[src/rtl/boot_stage_sequencer_if.sv]
// Boot-side bus bundle of the sequencer: UART TX/RX byte paths and the
// instruction-memory byte write port. master = sequencer, slave = host side.
interface boot_stage_sequencer_if #(
  parameter int ADDR_W = 16
);
  logic              tx_ready;
  logic              tx_valid;
  logic [7:0]        tx_data;
  logic              rx_valid;
  logic [7:0]        rx_data;
  logic              prog_we;
  logic [ADDR_W-1:0] prog_addr;
  logic [7:0]        prog_wdata;

  modport master (
    input  tx_ready,
    input  rx_valid,
    input  rx_data,
    output tx_valid,
    output tx_data,
    output prog_we,
    output prog_addr,
    output prog_wdata
  );

  modport slave (
    output tx_ready,
    output rx_valid,
    output rx_data,
    input  tx_valid,
    input  tx_data,
    input  prog_we,
    input  prog_addr,
    input  prog_wdata
  );
endinterface

[src/rtl/boot_stage_sequencer.sv]
// Top control FSM of the multicycle core: UART boot handshake, then
// NUM_STAGES compute/latch phases with stall and sticky halt.
// Ports: clk, reset (async, active high), bus (boot UART/prog bus),
// stall/halt in; pipe_reset, io_enable, latch_en, mem/reg commit,
// running, boot_error out.
module boot_stage_sequencer #(
  parameter int         NUM_STAGES = 5,
  parameter int         MEM_STAGE  = 3,
  parameter int         WB_STAGE   = 4,
  parameter int         ADDR_W     = 16,
  parameter logic [7:0] SYNC_BYTE  = 8'h99,
  parameter logic [7:0] DONE_BYTE  = 8'hAA
) (
  input  logic                  clk,
  input  logic                  reset,
  boot_stage_sequencer_if.master bus,
  input  logic                  stall,
  input  logic                  halt,
  output logic                  pipe_reset,
  output logic                  io_enable,
  output logic [NUM_STAGES-1:0] latch_en,
  output logic                  mem_commit_en,
  output logic                  reg_commit_en,
  output logic                  running,
  output logic                  boot_error
);

  localparam int PW = $clog2(2 * NUM_STAGES);
  localparam logic [PW-1:0] P_LAST = PW'(2 * NUM_STAGES - 1);
  localparam logic [PW-1:0] P_MEM  = PW'(2 * MEM_STAGE);
  localparam logic [PW-1:0] P_WB   = PW'(2 * WB_STAGE);
  localparam logic [32:0]   SZ_MAX = 33'(1) << ADDR_W;

  typedef enum logic [2:0] {
    S_INIT,
    S_TX_SYNC,
    S_RX_SIZE,
    S_RX_PROG,
    S_TX_DONE,
    S_RUN,
    S_HALTED,
    S_ERROR
  } state_t;

  state_t          state_q;
  state_t          state_d;
  logic [32:0]     size_q;
  logic [1:0]      sbyte_q;
  logic [ADDR_W:0] cnt_q;
  logic [PW-1:0]   phase_q;

  logic [32:0]     size_full;
  logic            tx_fire;
  logic            last_byte;
  logic            run_go;

  // Size as it stands once the fourth (most significant) byte lands.
  assign size_full = {1'b0, bus.rx_data, size_q[23:0]};
  assign tx_fire   = bus.tx_valid && bus.tx_ready;
  assign last_byte = (33'(cnt_q) + 33'd1) == size_q;
  assign run_go    = (state_q == S_RUN) && !stall && !halt;

  always_ff @(posedge clk or posedge reset) begin
    if (reset) begin
      state_q <= S_INIT;
    end else begin
      state_q <= state_d;
    end
  end

  always_comb begin
    state_d = state_q;
    unique case (state_q)
      S_INIT: begin
        state_d = S_TX_SYNC;
      end
      S_TX_SYNC: begin
        if (tx_fire) state_d = S_RX_SIZE;
      end
      S_RX_SIZE: begin
        if (bus.rx_valid && sbyte_q == 2'd3) begin
          if (size_full == 33'd0)
            state_d = S_TX_DONE;
          else if (size_full > SZ_MAX)
            state_d = S_ERROR;
          else
            state_d = S_RX_PROG;
        end
      end
      S_RX_PROG: begin
        if (bus.rx_valid && last_byte)
          state_d = S_TX_DONE;
      end
      S_TX_DONE: begin
        if (tx_fire) state_d = S_RUN;
      end
      S_RUN: begin
        if (halt) state_d = S_HALTED;
      end
      S_HALTED: begin
        state_d = S_HALTED;
      end
      S_ERROR: begin
        state_d = S_ERROR;
      end
      default: begin
        state_d = S_INIT;
      end
    endcase
  end

  // Boot counters and run phase; phase only moves in RUN, so it is
  // still zero from reset when RUN is entered.
  always_ff @(posedge clk or posedge reset) begin
    if (reset) begin
      size_q  <= '0;
      sbyte_q <= '0;
      cnt_q   <= '0;
      phase_q <= '0;
    end else begin
      if (state_q == S_RX_SIZE && bus.rx_valid) begin
        size_q[{sbyte_q, 3'b000} +: 8] <= bus.rx_data;
        sbyte_q <= sbyte_q + 2'd1;
      end
      if (state_q == S_RX_PROG && bus.rx_valid)
        cnt_q <= cnt_q + 1'b1;
      if (run_go)
        phase_q <= (phase_q == P_LAST) ? '0 : phase_q + 1'b1;
    end
  end

  always_comb begin
    bus.tx_valid   = 1'b0;
    bus.tx_data    = 8'h00;
    bus.prog_we    = 1'b0;
    bus.prog_addr  = cnt_q[ADDR_W-1:0];
    bus.prog_wdata = 8'h00;
    pipe_reset     = 1'b1;
    io_enable      = 1'b0;
    latch_en       = '0;
    mem_commit_en  = 1'b0;
    reg_commit_en  = 1'b0;
    running        = 1'b0;
    boot_error     = 1'b0;
    unique case (state_q)
      S_TX_SYNC: begin
        bus.tx_valid = 1'b1;
        bus.tx_data  = SYNC_BYTE;
      end
      S_RX_PROG: begin
        bus.prog_we = bus.rx_valid;
        if (bus.rx_valid)
          bus.prog_wdata = bus.rx_data;
      end
      S_TX_DONE: begin
        bus.tx_valid = 1'b1;
        bus.tx_data  = DONE_BYTE;
      end
      S_RUN: begin
        pipe_reset = 1'b0;
        io_enable  = 1'b1;
        running    = 1'b1;
        // Stall and halt both squash every enable this cycle.
        if (run_go) begin
          if (phase_q[0])
            latch_en = NUM_STAGES'(1) << (phase_q >> 1);
          mem_commit_en = (phase_q == P_MEM);
          reg_commit_en = (phase_q == P_WB);
        end
      end
      S_HALTED: begin
        pipe_reset = 1'b0;
      end
      S_ERROR: begin
        boot_error = 1'b1;
      end
      default: begin
        pipe_reset = 1'b1;
      end
    endcase
  end

endmodule

[src/flat_wrapper.sv]
// flat-port wrapper written by rule: the top's interface ports become plain ports
module boot_stage_sequencer_flat 
#(
  parameter int         NUM_STAGES = 5,
  parameter int         MEM_STAGE  = 3,
  parameter int         WB_STAGE   = 4,
  parameter int         ADDR_W     = 16,
  parameter logic [7:0] SYNC_BYTE  = 8'h99,
  parameter logic [7:0] DONE_BYTE  = 8'hAA
)
  (clk, reset, stall, halt, pipe_reset, io_enable, latch_en, mem_commit_en, reg_commit_en, running, boot_error, bus_tx_ready, bus_rx_valid, bus_rx_data, bus_tx_valid, bus_tx_data, bus_prog_we, bus_prog_addr, bus_prog_wdata);
  boot_stage_sequencer_if #(.ADDR_W(ADDR_W)) bus_i ();
  input  logic clk;
  input  logic reset;
  input  logic stall;
  input  logic halt;
  output logic pipe_reset;
  output logic io_enable;
  output logic [NUM_STAGES-1:0] latch_en;
  output logic mem_commit_en;
  output logic reg_commit_en;
  output logic running;
  output logic boot_error;
  input wire logic [$bits(bus_i.tx_ready)-1:0] bus_tx_ready;
  input wire logic [$bits(bus_i.rx_valid)-1:0] bus_rx_valid;
  input wire logic [$bits(bus_i.rx_data)-1:0] bus_rx_data;
  output wire logic [$bits(bus_i.tx_valid)-1:0] bus_tx_valid;
  output wire logic [$bits(bus_i.tx_data)-1:0] bus_tx_data;
  output wire logic [$bits(bus_i.prog_we)-1:0] bus_prog_we;
  output wire logic [$bits(bus_i.prog_addr)-1:0] bus_prog_addr;
  output wire logic [$bits(bus_i.prog_wdata)-1:0] bus_prog_wdata;
  assign bus_i.tx_ready = bus_tx_ready;
  assign bus_i.rx_valid = bus_rx_valid;
  assign bus_i.rx_data = bus_rx_data;
  assign bus_tx_valid = bus_i.tx_valid;
  assign bus_tx_data = bus_i.tx_data;
  assign bus_prog_we = bus_i.prog_we;
  assign bus_prog_addr = bus_i.prog_addr;
  assign bus_prog_wdata = bus_i.prog_wdata;
  boot_stage_sequencer #(.NUM_STAGES(NUM_STAGES), .MEM_STAGE(MEM_STAGE), .WB_STAGE(WB_STAGE), .ADDR_W(ADDR_W), .SYNC_BYTE(SYNC_BYTE), .DONE_BYTE(DONE_BYTE)) u_core (.clk(clk), .reset(reset), .bus(bus_i), .stall(stall), .halt(halt), .pipe_reset(pipe_reset), .io_enable(io_enable), .latch_en(latch_en), .mem_commit_en(mem_commit_en), .reg_commit_en(reg_commit_en), .running(running), .boot_error(boot_error));
endmodule
[config.mk]
export PLATFORM = sky130hd
export DESIGN_NAME = boot_stage_sequencer_flat
export DESIGN_NICKNAME = d
export VERILOG_FILES = /design/src/rtl/boot_stage_sequencer_if.sv /design/src/rtl/boot_stage_sequencer.sv /design/src/flat_wrapper.sv
export SDC_FILE = /design/constraint.sdc
export NUM_CORES = 1
export LEC_CHECK = 0
export CAP_MARGIN = 20
export CORE_AREA = 2 2 94 78
export DETAILED_ROUTE_END_ITERATION = 10
export DIE_AREA = 0 0 96 80
export DONT_BUFFER_PORTS = 1
export PLACE_DENSITY = 0.7
export SKIP_LAST_GASP = 1
export SLEW_MARGIN = 30
export SYNTH_ARGS = -nofsm -noshare
export SYNTH_HDL_FRONTEND = slang
export SYNTH_SLANG_ARGS = --single-unit
[constraint.sdc]
create_clock -name clk -period 3 [get_ports clk]
set_clock_uncertainty 0.2 [all_clocks]
set_input_delay 0.3 -clock clk [delete_from_list [all_inputs] [get_ports clk]]
set_output_delay 0.3 -clock clk [all_outputs]
set_load 0.05 [all_outputs]
After elaboration in Yosys (flattened, before gate mapping)
Index checks and enable logic that the tools add are counted.
Widths: inputs -> output; s select.

operators by class
  reduce and logical (&&, ||, !) cells = 14
  mux-type cells = 25
  equality and inequality tests = 17
  order comparisons = 1
  add/sub/neg operators = 5
  shifts and indexed selects = 3

operators by type and width
  cell                    number
  $bwmux 33               1
  $eq 33x33->1            1
  $logic_not 33->1        1
  $shift 8x7->33 const A  1
  $shiftx 8x7->33         1
  $gt 32x17->1 const B    1
  $pmux 3 s8              1
  $mux 3                  7
  $add 17x1->18 const B   1
  $add 17x1->17 const B   1
  $mux 8                  2
  $pmux 8 s2              1
  $mux 5                  3
  $eq 3x3->1 const B      4
  $mux 1                  9
  $eq 4x4->1 const B      2
  $ne 2x1->1 const B      4
  $logic_and 1x1->1       7
  $neg 5->7               1
  $eq 3x2->1 const B      2
  $reduce_and 5->1        1
  $shl 1x3->5 const A     1
  $add 4x1->4 const B     1
  $eq 4x3->1 const B      1
  other kinds (8)         10

word-level totals
  logic and storage cells = 70
  bits in registers = 59

Logic depth before layout (Yosys ltp)
Gate-level depths: netlist of run 1.

  word-level depth = 6
  depth in mapped cells = 8

Worst setup path after synthesis of run 1
OpenSTA, ideal clock, no wires.

  path kind = reg2out
  start = reg u_core.state_q[0]
  end = out mem_commit_en
  path slack = -0.715 ns
  buffers on the path = 1
  cell stages (with the launch flop) = 6
  arrival time = 3.215 ns
  cells stage by stage = dfrtp_1 > clkbuf_1 > nand2_1 > nor2_1 > nand2_1 > nor4b_1

on the way
  cells in the longest elaborated chain, start to end = 5

ends and longest elaborated chain
  item                            line                                                     source
  start, declared                 boot_stage_sequencer.sv:45                               state_t state_q;
  start signal, assigned          boot_stage_sequencer.sv:67                               state_q <= state_d;
  $eq 3x3->1 *                    boot_stage_sequencer.sv:61, boot_stage_sequencer.sv:145
  $logic_and 1x1->1 (2 in a row)  boot_stage_sequencer.sv:61                               assign run_go = (state_q == S_RUN) && !stall && !halt;
  $mux 1                          boot_stage_sequencer.sv:164                              if (run_go) begin
  $mux 1 *                        boot_stage_sequencer.sv:145                              unique case (state_q)
  end, declared                   flat_wrapper.sv:20                                       output logic mem_commit_en;

Every way passes the cells marked *; elsewhere a longest branch is shown, timed or not.

Worst setup path in the final report of run 1
  start = reg u_core.state_q[0]
  end = out latch_en[3]

on the way
  cells in the longest elaborated chain, start to end = 5

ends and longest elaborated chain
  item                            line                                                     source
  $eq 3x3->1 *                    boot_stage_sequencer.sv:61, boot_stage_sequencer.sv:145
  $logic_and 1x1->1 (2 in a row)  boot_stage_sequencer.sv:61
  $mux 5                          boot_stage_sequencer.sv:164
  $mux 5 *                        boot_stage_sequencer.sv:145
  end, declared                   flat_wrapper.sv:19                                       output logic [NUM_STAGES-1:0] latch_en;

Marks and branches as above.

==> run metrics, run 1 <==
status=completed; setup TNS=0 ps; area leader, netlist=dfrtp_1; Critical Path End Type=output pin; Synth Area in Compound Gates=between 10% and 20%; first-pass GRT wire length=about 15,000 um; critical path startpoint category=register; Root Buffer=clkbuf_8; RSZ-0062 raised after global routing=false; VDD IR max=between 0.3 and 0.4 mV; post-place setup slack=between 300 and 400 ps; Final period util=90.4%; Filler Cell Count=~600; Iter 0 DRT Violations=roughly 250; sequential fraction of the synthesis area=just over 40%; met2 WL=approximately 4200 um; clock buffer depth=2; Final #Nets=475; TritonCTS clock tree=built; uppermost layer routed=met4; area post-placement=between 0.003 and 0.004 mm2; Final Critical Period=around 2700 ps; Final Setup Violations=0; antenna violations before repair=0; gr usage total=~27%; Initial Util=a little over half; total gr overflow=0; area delta synth->final=15.5%; Synth Area in Adders=around 2.4%; largest family of logic cells by synthesized area=simple AND/OR/NAND/NOR gates; fin. max-slew vios=0; Clock Latency Late Sink=~350 ps; pwr dens=roughly 630 mW/mm2; clk sinks=a little under 60; P_leak=1.86 nW; fraction of layout cells with a size suffix above 1=between 15 and 20%; Max Clk Rate=between 0.3 and 0.4 GHz; Tightest Pin Transition=between 800 and 900 ps; DRT met1 WL=approximately 4300 um; Synth top area share=roughly two fifths; io pins=59; Hold WC Path Type=input port to register; Port Buffers=0; number of global-route vias before repair=slightly below 3,000; post-synthesis xor/xnor area fraction=under 10%; H-tree levels=3; Detailed Routing Iterations Pass 1=5; Worst EP required=between 2000 and 3000 ps; ys async rst share=between 90% and 100%; routed vias/inst=approximately 5.8; Ant. Diodes=0; CTS buffer count=9; most used flip-flop cell after synthesis=dfrtp_1; die width=between 90 and 100 um; FP Rows=27; simple-gate share of the synthesized area=between 20 and 30%; met3 WL=about 700 um; final instance area=between 0.004 and 0.005 mm2; final hold slack=roughly 93 ps; post-CTS sizing=0; hpwl dp=6690 um; CP arrival=2210 ps; largest net degree at the start of global routing=23; Reg clk slew, reported paths=about 60 ps; Post-DRT Antenna Nets=0; Yosys cell types=53; die height=about 80 um; crit path kind=register to output pin; Slew headroom=a little over two fifths; Synth area leaders=dfrtp_1 41%, nand2_1 9.0%, o21ai_0 5.5%; mux contribution to synthesized area=less than 1%; Cells after Synth=approximately 430; DIE AREA=between 0.007 and 0.008 mm2; Mean Syn Cell Area=8.41 um2; max cap viols=0; # DRC=0; final hold vios=0; Via Count=3,187; routability cong.=~0.95; fin worst setup slack=~290 ps; DR WL/cell=between 15 and 20 um; EDFF count, synth=0; Post-Syn Area=roughly 0.0036 mm2; Routed WL=9340 um; crit path max fanout=11; Placeable Area=approximately 0.0067 mm2; YS warnings=0; flops & latches, synth=59
==> cells in the mapped netlist (all sizes together), types with 2 or more instances <==
library cell,instances
xnor2,21
nor3b,3
nor2,21
or2,3
inv,8
o21a,2
nand2,87
ha,7
a21oi,8
or3,8
nor3,12
o211ai,2
nor4,15
nor4b,3
clkbuf,13
or4,4
nor2b,3
nand4,7
buf,29
nand2b,6
nand3,14
o21ai,41
o31ai,3
o22ai,2
and4,5
dfrtp,59
and3,4
xor2,15
and2,11
==> state kept, by name, summed over array words and instances, names as in the netlist <==
name / count
u_core.sbyte_q: 2
u_core.state_q: 3
u_core.size_q: 33
u_core.phase_q: 4
u_core.cnt_q: 17
==> cell type report <==
type | count | area (um2) | share of cell area [%]
Multi-Input combinational cell | 323 | 1900 | 45.5
Sequential cell | 59 | 1480 | 35.3
Timing Repair Buffer | 53 | 442 | 10.6
Clock buffer | 11 | 151 | 3.62
Tap cell | 87 | 109 | 2.60
Clock inverter | 4 | 73.8 | 1.76
Inverter | 8 | 30.0 | 0.717
==> worst paths after layout <==
check | slack (ps) | endpoint | from | cells past startpoint
min in group asynchronous | 200 | u_core.phase_q[0] | reset | 2
worst max-delay path | 290 | latch_en[3] | u_core.state_q[0] | 5
worst min register to register | 290 | u_core.size_q[32] | u_core.size_q[32] | 2
worst min-delay path | 90 | u_core.state_q[2] | bus_rx_valid | 4
worst max register to register | 350 | u_core.state_q[1] | u_core.cnt_q[4] | 6
max in group asynchronous | 1770 | u_core.cnt_q[6] | reset | 3
==> cells in the final DEF (no fill, tap or decap), types with 3 or more instances in the layout <==
master,n
dlygate4sd3_1,11
o21ai_0,39
xnor2_1,21
or2_2,3
inv_1,7
nand2b_1,6
nand2_1,87
o31ai_1,3
buf_4,40
and4_1,4
nor2b_1,3
nand4_1,6
dfrtp_1,59
and3_1,4
xor2_1,15
or3_1,6
or4_1,3
ha_1,7
nor3_1,11
nor3b_1,3
and2_1,10
nor2_1,18
clkbuf_8,11
nand3_1,14
a21oi_1,8
nor4_1,13
nor2_2,3
==> worst max-delay path, stage by stage, from the launching register on <==
cell and delay, ps:
dfrtp_1 560, nand2_1 140, nor4_1 350, nand2_1 150
nor2_1 170, and3_1 490
==> per-stage QoR <==
stage	cells	total power, mW	util [%]
6_report	545	2.65	62.3
5_1_grt	545	2.82	62.3
4_1_cts	545	2.66	62.3
3_5_place_dp	519	1.80	57.3
3_3_place_gp	519	1.78	57.3
2_1_floorplan	432	1.60	-
==> logic make-up (layout without fill, tap and decap cells) <==
group                      Yosys count  in the layout
AOI/OAI and AO/OA                   69             69
xor gates and xnor gates            36             36
adders and majority gates            7              7
buffers and inverters               50             76
DFF                                 59             59
muxes                                2              2
other                                1              2
and+or+nand+nor                    207            207
==> repair_timing <==
action	in CTS	in global routing
setup buffers	0	0
hold buffers	11	0
hold endpoints to repair	50	0
==> metal layers <==
metal | GRT usage (%) | vias up
met5 | 0 | -
met4 | 9.86 | 0
met3 | 6.33 | 12
met2 | 40.6 | 125
met1 | 37.3 | 1538
li1 | - | 1512
==> report_power, final <==
part	internal [mW]	switching, mW
registers	0.886	0.108
clock network	0.508	0.330
logic	0.292	0.524
(Power assumes the default switching activity.)
==> run 2: changes to the inputs <==
--- a/config.mk
+++ b/config.mk
@@ -5,12 +5,12 @@
 export SDC_FILE = /design/constraint.sdc
 export NUM_CORES = 1
 export LEC_CHECK = 0
+export BUFFER_PORTS_ARGS = -buffer_cell sky130_fd_sc_hd__clkbuf_2
 export CAP_MARGIN = 20
-export CORE_AREA = 2 2 94 78
+export CORE_AREA = 2 2 85 87
 export DETAILED_ROUTE_END_ITERATION = 10
-export DIE_AREA = 0 0 96 80
-export DONT_BUFFER_PORTS = 1
-export PLACE_DENSITY = 0.7
+export DIE_AREA = 0 0 87 89
+export PLACE_DENSITY = 0.77
 export SKIP_LAST_GASP = 1
 export SLEW_MARGIN = 30
 export SYNTH_ARGS = -nofsm -noshare
==> run metrics, run 2 (synthesis results as in run 1) <==
status=completed; crit path to=u_core.state_q[0]; # DRC=0; die height=approximately 89 um; Slowest Stage Delay on Critical Path=a little under 700 ps; routed vias/inst=5.66; RSZ-0062 raised after global routing=false; sequential cell area=around 0.0015 mm2; Final #Nets=between 400 and 500; commonest non-fill, non-tap cell in the layout=nand2_1; Reg clk slew, reported paths=70 ps; commonest non-fill, non-tap cells in the layout=87 x nand2_1, 59 x dfrtp_1, 56 x clkbuf_2; Post-DRT Antenna Nets=0; CTS buffer count=9; r2r endpoint=u_core.state_q[0]; Cell Chain, Critical Path=ha_1, nand3_1, or4_2, a32oi_1, o2111ai_1, o31a_1; Ant. Diodes=0; crit path max fanout=8; die width=a little under 90 um; DIE AREA=slightly below 0.008 mm2; Root Buffer=clkbuf_8; max cap viols=0; first-pass GRT wire length=~14,000 um; GR Layer Usage met3=5.63%; final hold vios=0; multi-input logic area=0.00190 mm2; met1 Use GR=~31%; routability cong.=roughly 0.9; final instance area=0.00407 mm2; P_leak=around 1.9 nW; Initial Util=53.9%; Tightest Pin Transition=~810 ps; Hold WC Path Type=input port to register; slowest CP cell=or4_2; fraction of layout cells with a size suffix above 1=19.4%; antenna violations before repair=0; DR WL/cell=around 15 um; Via Count=around 3,100; biggest regs=u_core.size_q (33), u_core.cnt_q (17), u_core.phase_q (4); Final period util=between 90% and 100%; largest net degree at the start of global routing=60; clk sinks=59; Final Critical Period=between 2000 and 3000 ps; hpwl dp=about 6000 um; Setup crit start=u_core.cnt_q[0]; Detailed Routing Iterations Pass 1=5; Port Buffers=between 50 and 60; Max Clk Rate=around 0.37 GHz; pwr dens=between 600 and 700 mW/mm2; CP arrival=2760 ps; setup slack, reg-to-reg=270 ps; Core Util, Final=between 60% and 70%; area post-placement=0.00383 mm2; Final Setup Violations=0; Routed WL=about 8100 um; gr usage total=between 20% and 30%; Iter 0 DRT Violations=between 200 and 300; min-delay src=bus_rx_data[5]; Worst EP required=a little over 3000 ps; total gr overflow=0; crit path kind=register to register; Cells after DPL=~530; Placeable Area=~0.0067 mm2; Clock Latency Late Sink=~350 ps; TritonCTS clock tree=built; max reg flops=33; Critical Path End Type=register; largest register by flop count=u_core.size_q; H-tree levels=3; io pins=59; R2R depth=6; Reg-to-Reg Start=u_core.cnt_q[0]; Slew headroom=a little under half; area delta synth->final=12.3%; met2 Resource Use GR=37.5%; number of global-route vias before repair=between 2,000 and 3,000; FP Rows=30; critical path startpoint category=register; fin. max-slew vios=0; VDD IR max=0.418 mV; non-filler cells, final=549; clock buffer depth=2; GR peak layer=met2; Filler Cell Count=between 500 and 600
[run 2: changes by cell type in the layout (fill, tap and decap cells not counted), sizes merged]
| cell | delta |
|---|---|
| clkbuf | +57 |
| buf | -36 |
| dlygate4sd3 | -10 |
[run 2: per-layer routing]
layer  vias up  part of all wire [%]
met4         0                  0.93
met2        96                    49
li1       1532                     -
met3         7                   5.6
met1      1474                    44
met5         -                     0
[run 2: repair_timing]
item / 4_1_cts / 5_1_grt
resized for setup: 0 / 1
endpoints found under the hold margin: 59 / 0
endpoints found under the setup margin: 0 / 4
hold buffers: 1 / 0
buffers inserted: 0 / 0
[run 2: worst max-delay path: cells and delay by family, from the launching register on]
kind                       cells  cell delay [ps]
DFF                            1              490
AOI/OAI and AO/OA              3              760
adders and majority gates      1              280
and+or+nand+nor                2              890
[run 2: worst min-delay path by stage]
stage | depth (start not counted) | slack (ps) | end
2_1_floorplan | 2 | 240 | u_core.size_q[0]
3_3_place_gp | 3 | 160 | u_core.size_q[23]
3_5_place_dp | 3 | 170 | u_core.sbyte_q[0]
4_1_cts | 3 | 70 | u_core.size_q[13]
5_1_grt | 3 | 70 | u_core.phase_q[0]
6_report | 3 | 80 | u_core.size_q[13]
[run 2: cell type report]
cell class / count / share of cell area (%)
flip-flops and latches: 59 / 36.3
well taps: 80 / 2.46
clock buffers: 12 / 3.57
multi-input cells: 323 / 46.6
clock inverters: 4 / 1.81
inverters: 8 / 0.738
repair buffers: 63 / 8.55
[run 2: report_power, final]
part	internal, mW	switching [mW]
clock	0.491	0.311
sequential	0.887	0.121
combinational	0.269	0.491
total	1.65	0.924
[run 2: through the flow]
step | setup TNS (ps) | hold slack, ps | total power [mW] | worst slack [ps]
detailed placement | 0 | 167 | 1.77 | 275
global route | 0 | 67.7 | 2.74 | 59.3
CTS | 0 | 66.3 | 2.59 | 119
global placement | 0 | 164 | 1.75 | 374
floorplan | -78.9 | 236 | 1.60 | -74.1
finish | 0 | 75.3 | 2.57 | 267
